`src/rtl/param_universal_shifter.sv`:
```
// Parametrised universal shift register with a multi-step sequencer: one start
// command runs a shift/rotate op count times, one step per clock, then pulses done.
module param_universal_shifter #(
  parameter int WIDTH = 8,
  parameter int CNT_W = 4
) (
  input  logic             clk,
  input  logic             rst,
  input  logic             start,
  input  logic [2:0]       op,
  input  logic [CNT_W-1:0] count,
  input  logic [WIDTH-1:0] data_in,
  input  logic             msb_in,
  input  logic             lsb_in,
  output logic [WIDTH-1:0] data_out,
  output logic             msb_out,
  output logic             lsb_out,
  output logic             busy,
  output logic             done
);

  localparam logic [2:0] OP_HOLD = 3'b000;
  localparam logic [2:0] OP_SRL  = 3'b001;
  localparam logic [2:0] OP_SHL  = 3'b010;
  localparam logic [2:0] OP_LOAD = 3'b011;
  localparam logic [2:0] OP_ROR  = 3'b100;
  localparam logic [2:0] OP_ROL  = 3'b101;
  localparam logic [2:0] OP_ASR  = 3'b110;

  typedef enum logic {IDLE, SHIFT} state_t;

  state_t           state, state_nxt;
  logic [2:0]       op_q;
  logic [CNT_W-1:0] rem;
  logic             accept_shift;

  function automatic logic is_shift_op(input logic [2:0] o);
    return (o == OP_SRL) || (o == OP_SHL) || (o == OP_ROR) ||
           (o == OP_ROL) || (o == OP_ASR);
  endfunction

  function automatic logic is_right_op(input logic [2:0] o);
    return (o == OP_SRL) || (o == OP_ROR) || (o == OP_ASR);
  endfunction

  function automatic logic is_left_op(input logic [2:0] o);
    return (o == OP_SHL) || (o == OP_ROL);
  endfunction

  function automatic logic [WIDTH-1:0] step_data(input logic [2:0]       o,
                                                 input logic [WIDTH-1:0] d,
                                                 input logic             mi,
                                                 input logic             li);
    logic [WIDTH-1:0] r;
    case (o)
      OP_SRL:  r = {mi, d[WIDTH-1:1]};
      OP_SHL:  r = {d[WIDTH-2:0], li};
      OP_ROR:  r = {d[0], d[WIDTH-1:1]};
      OP_ROL:  r = {d[WIDTH-2:0], d[WIDTH-1]};
      OP_ASR:  r = {d[WIDTH-1], d[WIDTH-1:1]};
      default: r = d;
    endcase
    return r;
  endfunction

  assign accept_shift = start && is_shift_op(op) && (count != '0);
  assign busy         = (state == SHIFT);

  always_comb begin
    state_nxt = state;
    case (state)
      IDLE:    if (accept_shift) state_nxt = SHIFT;
      SHIFT:   if (rem == CNT_W'(1)) state_nxt = IDLE;
      default: state_nxt = IDLE;
    endcase
  end

  // Commands are only sampled in IDLE; in SHIFT everything runs off op_q/rem.
  always_ff @(posedge clk) begin
    if (rst) begin
      state    <= IDLE;
      op_q     <= OP_HOLD;
      rem      <= '0;
      data_out <= '0;
      msb_out  <= 1'b0;
      lsb_out  <= 1'b0;
      done     <= 1'b0;
    end else begin
      state <= state_nxt;
      done  <= 1'b0;
      case (state)
        IDLE: begin
          if (accept_shift) begin
            op_q <= op;
            rem  <= count;
          end else if (start) begin
            done <= 1'b1;
            if (op == OP_LOAD) data_out <= data_in;
          end
        end
        SHIFT: begin
          data_out <= step_data(op_q, data_out, msb_in, lsb_in);
          rem      <= rem - CNT_W'(1);
          if (is_right_op(op_q)) lsb_out <= data_out[0];
          if (is_left_op(op_q))  msb_out <= data_out[WIDTH-1];
          if (rem == CNT_W'(1))  done <= 1'b1;
        end
        default: ;
      endcase
    end
  end

endmodule
```
`config.mk`:
```
export PLATFORM = sky130hd
export DESIGN_NAME = param_universal_shifter
export DESIGN_NICKNAME = d
export VERILOG_FILES = /design/src/rtl/param_universal_shifter.sv
export SDC_FILE = /design/constraint.sdc
export NUM_CORES = 1
export LEC_CHECK = 0
export BUFFER_PORTS_ARGS = -buffer_cell sky130_fd_sc_hd__buf_2
export CAP_MARGIN = 20
export CORE_MARGIN = 2
export CORE_UTILIZATION = 33
export CTS_BUF_LIST = sky130_fd_sc_hd__clkbuf_4 sky130_fd_sc_hd__clkbuf_8
export DETAILED_ROUTE_END_ITERATION = 8
export PLACE_DENSITY = 0.57
export SETUP_SLACK_MARGIN = 0.4
export SLEW_MARGIN = 15
export SYNTH_ARGS = -nofsm -noshare
export SYNTH_HDL_FRONTEND = slang
export SYNTH_SLANG_ARGS = --single-unit
```
`constraint.sdc`:
```
create_clock -name clk -period 1.48 [get_ports clk]
set_input_delay 0.444 -clock clk [delete_from_list [all_inputs] [get_ports clk]]
set_output_delay 0.444 -clock clk [all_outputs]
set_load 0.1 [all_outputs]
```
==> impl_metrics.env, run 1 <==
export IMPL_status="complete, no violations"
export IMPL_async_reset_ff_share_pct=0
export IMPL_critical_path_startpoint_type="flip-flop"
export IMPL_use_met1_pct=23.18
export IMPL_regArea_um2=430.4
export IMPL_syn_avg_cell_area_um2=9.404
export IMPL_die_w_um=64.40
export IMPL_clk_pin_slew_worst_paths_ns=0.12
export IMPL_clock_latency_ns=0.30
export IMPL_path_cells="buf_12"
export IMPL_synth_top_area_share_pct=31.60
export IMPL_leakagePower_nw=0.8778
export IMPL_synthFlopType="dfxtp_1"
export IMPL_ys_seq_elements=19
export IMPL_antenna_found_initial=0
export IMPL_syn_nets=150
export IMPL_via_count=1199
export IMPL_grt_max_degree=13
export IMPL_critPathCaptureType="primary output"
export IMPL_ys_seq_area_share_pct=31.60
export IMPL_via_per_inst=5.124
export IMPL_drc=0
export IMPL_setup_violations=0
export IMPL_synth_area_leader_cell="dfxtp_1"
export IMPL_fin_nets=211
export IMPL_slowest_delay_ns=0.44
export IMPL_tightest_slew_ns=0.3391
export IMPL_place_worst_setup_slack_ns=-0.1468
export IMPL_cp_slowest_cell="dfxtp_4"
export IMPL_fmax_ghz=0.7276
export IMPL_synthCells=128
export IMPL_grtUsageMet3_pct=3.521
export IMPL_row_count=21
export IMPL_synth_most_common_cell="dfxtp_1"
export IMPL_n_antenna_cell=0
export IMPL_cp_buffers_inverters=1
export IMPL_drtAntennaViolNets=0
export IMPL_busiest_layer="met2"
export IMPL_power_mw=1.471
export IMPL_hold_class="primary input to flip-flop"
export IMPL_final_max_slew_violation_count=0
export IMPL_fillCellCount=285
export IMPL_met2_usage_pct=31.25
export IMPL_max_cap_violations=0
export IMPL_grt_pass1_vias=1206
export IMPL_port_buffers=31
export IMPL_yosysUniqueCellTypes=42
export IMPL_min_period_ns=1.374
export IMPL_clock_sinks=19
export IMPL_core_area_mm2=0.003416
export IMPL_drt_initial_drc_count=40
export IMPL_place_area_mm2=0.001730
export IMPL_hpwlAfterDp_um=2286
export IMPL_finalCritPeriodShare_pct=92.87
export IMPL_irDropWorstVdd_mv=0.3896
export IMPL_synth_commonest_cells="dfxtp_1 (19), nor2_1 (9), mux2i_1 (8), nand2b_1 (8)"
export IMPL_boundaryPins=32
export IMPL_grt_pass1_wl_um=5920
export IMPL_cp_top_family="flip-flops"
export IMPL_grt_use_total_pct=18.19
export IMPL_path_max_fanout=7
export IMPL_synth_edf_count=0
export IMPL_drtPass1Iterations=4
export IMPL_grt_ovfl_total=0
export IMPL_multi_input_area_um2=887.1
export IMPL_path_class="flip-flop to primary output"
export IMPL_cts_buffers=3
export IMPL_rsz0062_at_grt="true"
export IMPL_ys_warn_count=0
export IMPL_routed_wl_um=3540
export IMPL_setup_slack_ns=0.1056
export IMPL_yosys_top_cells_area="dfxtp_1 (32%), mux2i_1 (6.7%), mux2_2 (6.5%), nand2b_1 (4.2%), o22ai_1 (3.1%)"
export IMPL_final_area_mm2=0.002077
export IMPL_clk_path_buf_depth=2
export IMPL_dieHeight_um=64.40
export IMPL_relSlewSlack_pct=77.40
export IMPL_layout_drive_gt1_share_pct=67.55
export IMPL_required_ns=1.04
export IMPL_cts_max_level=1
export IMPL_initial_core_util_pct=35.24
export IMPL_synth_area_mm2=0.001204
export IMPL_arrival_ns=0.93
export IMPL_power_density_mw_per_mm2=708.1
export IMPL_clk_root_buffer_cell="clkbuf_4"
export IMPL_cts_tree="built"
export IMPL_syn2layout_area_growth_pct=72.56
export IMPL_routabilityCongestion=0.8042
export IMPL_finalHoldViolCount=0
export IMPL_dieArea_mm2=0.004147
export IMPL_wl_per_cell_um=15.13
export IMPL_clock_skew_ns=0.006908
-- cell families after synthesis --
group	Yosys count	share of synthesized area, %
buffers and inverters	12	5.405
AO/OA/AOI/OAI	30	20.90
flip-flops	19	31.60
adder cells (fa/ha/maj)	2	2.079
multiplexers	15	13.20
XOR/XNOR	1	0.7278
AND/OR/NAND/NOR	49	26.09
-- layer usage --
layer	part of all wire, %	routed length, um
met1	44	1573
met2	50	1778
met3	4.7	165
met4	0.62	22
met5	0	0
-- state kept, by name, summed over array words and instances (netlist names) --
name / cells
op_q: 3
msb_out: 1
lsb_out: 1
data_out: 8
done: 1
busy: 1
rem: 4
-- worst reg2reg max path: stages, from the launching register on --
cell and delay [ns]:
dfxtp_4 0.41, and3b_2 0.24, o21ai_4 0.14, buf_12 0.14, mux2i_1 0.19, o22ai_1 0.09
-- worst paths after layout --
kind | slack (ns) | start | cells after the start | end
max | 0.11 | busy | 1 | busy
min | 0.38 | op[0] | 3 | op_q[0]
max reg2reg | 0.15 | op_q[1] | 5 | data_out[2]
min reg2reg | 0.53 | op_q[2] | 2 | op_q[2]
-- per-stage QoR --
step / setup TNS (ns) / hold slack, ns / utilization (%) / std cells
after floorplan: -0.1580 / 0.4821 / - / 128
after global placement: -0.5404 / 0.4960 / 50.66 / 211
after detailed placement: -0.8316 / 0.5136 / 50.66 / 211
after CTS: 0 / 0.3710 / 58.06 / 230
after global routing: 0 / 0.3704 / 60.81 / 234
final: 0 / 0.3800 / 60.81 / 234
-- power breakdown --
group / internal (mW) / switching, mW / leakage [nW] / total [mW]
Sequential: 0.540 / 0.0489 / 0.166 / 0.588
Combinational: 0.293 / 0.311 / 0.694 / 0.603
Clock: 0.101 / 0.178 / 0.0177 / 0.279
-- cells in the final DEF, fill, tap and decap left out, types with 3 or more instances in the layout --
| cell type | Yosys | layout |
|---|---|---|
| buf_4 | 0 | 25 |
| buf_2 | 4 | 17 |
| buf_12 | 0 | 13 |
| dfxtp_4 | 0 | 12 |
| mux2i_1 | 8 | 8 |
| nor2_1 | 9 | 8 |
| buf_6 | 2 | 8 |
| nand2b_1 | 8 | 7 |
| mux2_2 | 7 | 7 |
| o22ai_1 | 6 | 6 |
| a21oi_1 | 7 | 4 |
| dfxtp_2 | 0 | 4 |
| inv_1 | 3 | 3 |
| nand3_2 | 0 | 3 |
| nand2_2 | 0 | 3 |
| a21oi_2 | 0 | 3 |
| nor2b_1 | 5 | 3 |
| clkbuf_4 | 0 | 3 |
| dfxtp_1 | 19 | 3 |
-- layout make-up --
cell class                 instances  area share [%]
sequential                        19           20.72
inverter                           3          0.5422
clock inverter                     1          0.2410
timing repair buffer              65           31.93
clock buffer                       3           1.084
multi-input combinational         97           42.71
tap                               46           2.771
-- timing repair --
item | in CTS | in global routing
resized for setup | 27 | 15
pin swaps | 15 | 7
hold buffers | 0 | 0
cloned | 0 | 1
buffers inserted | 15 | 3
setup endpoints to repair | 31 | 31
No activity file was read; power rests on OpenSTA's default activity.
==> run 2: changes to the inputs <==
--- a/config.mk
+++ b/config.mk
@@ -7,11 +7,13 @@
 export LEC_CHECK = 0
 export BUFFER_PORTS_ARGS = -buffer_cell sky130_fd_sc_hd__buf_2
 export CAP_MARGIN = 20
+export CELL_PAD_IN_SITES_DETAIL_PLACEMENT = 0
+export CELL_PAD_IN_SITES_GLOBAL_PLACEMENT = 1
 export CORE_MARGIN = 2
 export CORE_UTILIZATION = 33
 export CTS_BUF_LIST = sky130_fd_sc_hd__clkbuf_4 sky130_fd_sc_hd__clkbuf_8
 export DETAILED_ROUTE_END_ITERATION = 8
-export PLACE_DENSITY = 0.57
+export PLACE_DENSITY = 0.72
 export SETUP_SLACK_MARGIN = 0.4
 export SLEW_MARGIN = 15
 export SYNTH_ARGS = -nofsm -noshare
==> run 2 against run 1 <==
Sequential cell count stayed put. First-iteration DRC count is 50% lower. Count of clock-buffer cells in the layout increased by 1.
==> impl_metrics.env, run 2 (synthesis gave the netlist of run 1 again) <==
export IMPL_drc=0
export IMPL_routabilityCongestion=0.8040
export IMPL_rrSetupSlack_ns=0.09
export IMPL_hold_buffers=0
export IMPL_finalCritPeriodShare_pct=94.82
export IMPL_arrival_ns=0.96
export IMPL_hold_class="primary input to flip-flop"
export IMPL_clock_skew_ns=0.0006996
export IMPL_worstReg2RegStart="op_q[2]"
export IMPL_n_antenna_cell=0
export IMPL_max_cap_violations=0
export IMPL_port_buffers=31
export IMPL_post_route_util_pct=62.45
export IMPL_hpwlAfterDp_um=2393
export IMPL_reg_largest_list="data_out (8), rem (4), op_q (3)"
export IMPL_status="complete, no violations"
export IMPL_place_worst_setup_slack_ns=-0.1469
export IMPL_irDropWorstVdd_mv=0.4449
export IMPL_drtAntennaViolNets=0
export IMPL_clock_sinks=19
export IMPL_leakagePower_nw=0.8855
export IMPL_layout_drive_gt1_share_pct=70.59
export IMPL_row_count=21
export IMPL_critPathCaptureType="primary output"
export IMPL_cts_buffers=3
export IMPL_tightest_slew_ns=0.3280
export IMPL_clk_path_buf_depth=2
export IMPL_fmax_ghz=0.7126
export IMPL_setup_violations=0
export IMPL_initial_core_util_pct=35.24
export IMPL_drtPass1Iterations=4
export IMPL_final_cell_mix="buf_4 (23), buf_2 (16), buf_12 (15)"
export IMPL_path_class="flip-flop to primary output"
export IMPL_via_count=1183
export IMPL_required_ns=1.04
export IMPL_fillCellCount=271
export IMPL_clk_pin_slew_worst_paths_ns=0.11
export IMPL_grt_ovfl_total=0
export IMPL_critical_path_startpoint_type="flip-flop"
export IMPL_die_w_um=64.40
export IMPL_setup_slack_ns=0.07664
export IMPL_fin_nets=210
export IMPL_tns_ns=0
export IMPL_cts_tree="built"
export IMPL_cts_max_level=1
export IMPL_rsz0062_at_grt="true"
export IMPL_min_period_ns=1.403
export IMPL_grt_pass1_vias=1201
export IMPL_wl_per_cell_um=15.39
export IMPL_clk_root_buffer_cell="clkbuf_4"
export IMPL_grt_max_degree=14
export IMPL_hold_path_startpoint="op[0]"
export IMPL_relSlewSlack_pct=78.13
export IMPL_worstReg2RegEnd="data_out[6]"
export IMPL_largest_reg_flops=8
export IMPL_routed_wl_um=3586
export IMPL_dieArea_mm2=0.004147
export IMPL_dieHeight_um=64.40
export IMPL_clock_latency_ns=0.30
export IMPL_antenna_found_initial=0
export IMPL_boundaryPins=32
export IMPL_regMostFlops="data_out"
export IMPL_via_per_inst=5.077
export IMPL_syn2layout_area_growth_pct=77.24
export IMPL_final_max_slew_violation_count=0
export IMPL_finalHoldViolCount=0
export IMPL_drt_initial_drc_count=20
export IMPL_grt_pass1_wl_um=5816
export IMPL_layout_commonest_cell="buf_4"
export IMPL_holdPathStages=3
export IMPL_power_density_mw_per_mm2=706.8
export IMPL_grt_use_total_pct=17.87
export IMPL_worst_r2r_cell_count=5
export IMPL_whs_endpoint="op_q[0]"
export IMPL_core_area_mm2=0.003416
export IMPL_path_max_fanout=3
## run 2: how the worst max path moves through the flow
stage	from	end	slack, ns	cells past startpoint
6_report	busy	busy	0.08	2
5_1_grt	busy	data_out[1]	0.02	5
4_1_cts	busy	data_out[7]	0.07	5
3_5_place_dp	count[2]	rem[0]	-0.15	5
3_3_place_gp	count[2]	rem[1]	-0.09	5
2_1_floorplan	op[0]	rem[1]	-0.02	5
## run 2: cell type report
type	count	area (um^2)	area share, %
timing repair buffer	64	669.4	31.38
inverter	3	11.26	0.5279
multi-input combinational	97	938.4	43.99
clock buffer	4	30.03	1.408
tap	46	57.56	2.698
sequential	19	426.7	20.00
## run 2: per-layer routing
| metal | track usage, % | vias to the layer above | share of wire, % |
|---|---|---|---|
| met4 | 4.521 | 0 | 0.81 |
| met3 | 3.169 | 4 | 3.1 |
| li1 | - | 587 | - |
| met2 | 30.47 | 22 | 52 |
| met5 | 0 | - | 0 |
| met1 | 23.21 | 570 | 44 |
## run 2: critical path: stages, from the launching register on
cell,delay (ns)
dfxtp_4,0.37
buf_12,0.13
buf_12,0.16
## run 2: what timing repair did
| item | CTS | global route |
|---|---|---|
| pin swaps | 13 | 14 |
| resized for setup | 25 | 27 |
| setup buffers | 14 | 4 |
| endpoints found under the setup margin | 31 | 31 |
## run 2: power by group
part           switching [mW]  internal (mW)
clock network           0.163          0.123
registers              0.0447          0.540
logic                   0.328          0.310
## run 2: per-stage QoR
step	power (mW)	hold slack, ns	cell area, um^2	std cells
6_report	1.508	0.3916	2133	233
5_1_grt	1.599	0.3772	2133	233
4_1_cts	1.459	0.4093	1976	229
3_5_place_dp	1.113	0.5135	1743	211
3_3_place_gp	1.103	0.4949	1743	211
2_1_floorplan	0.9338	0.4821	1291	128
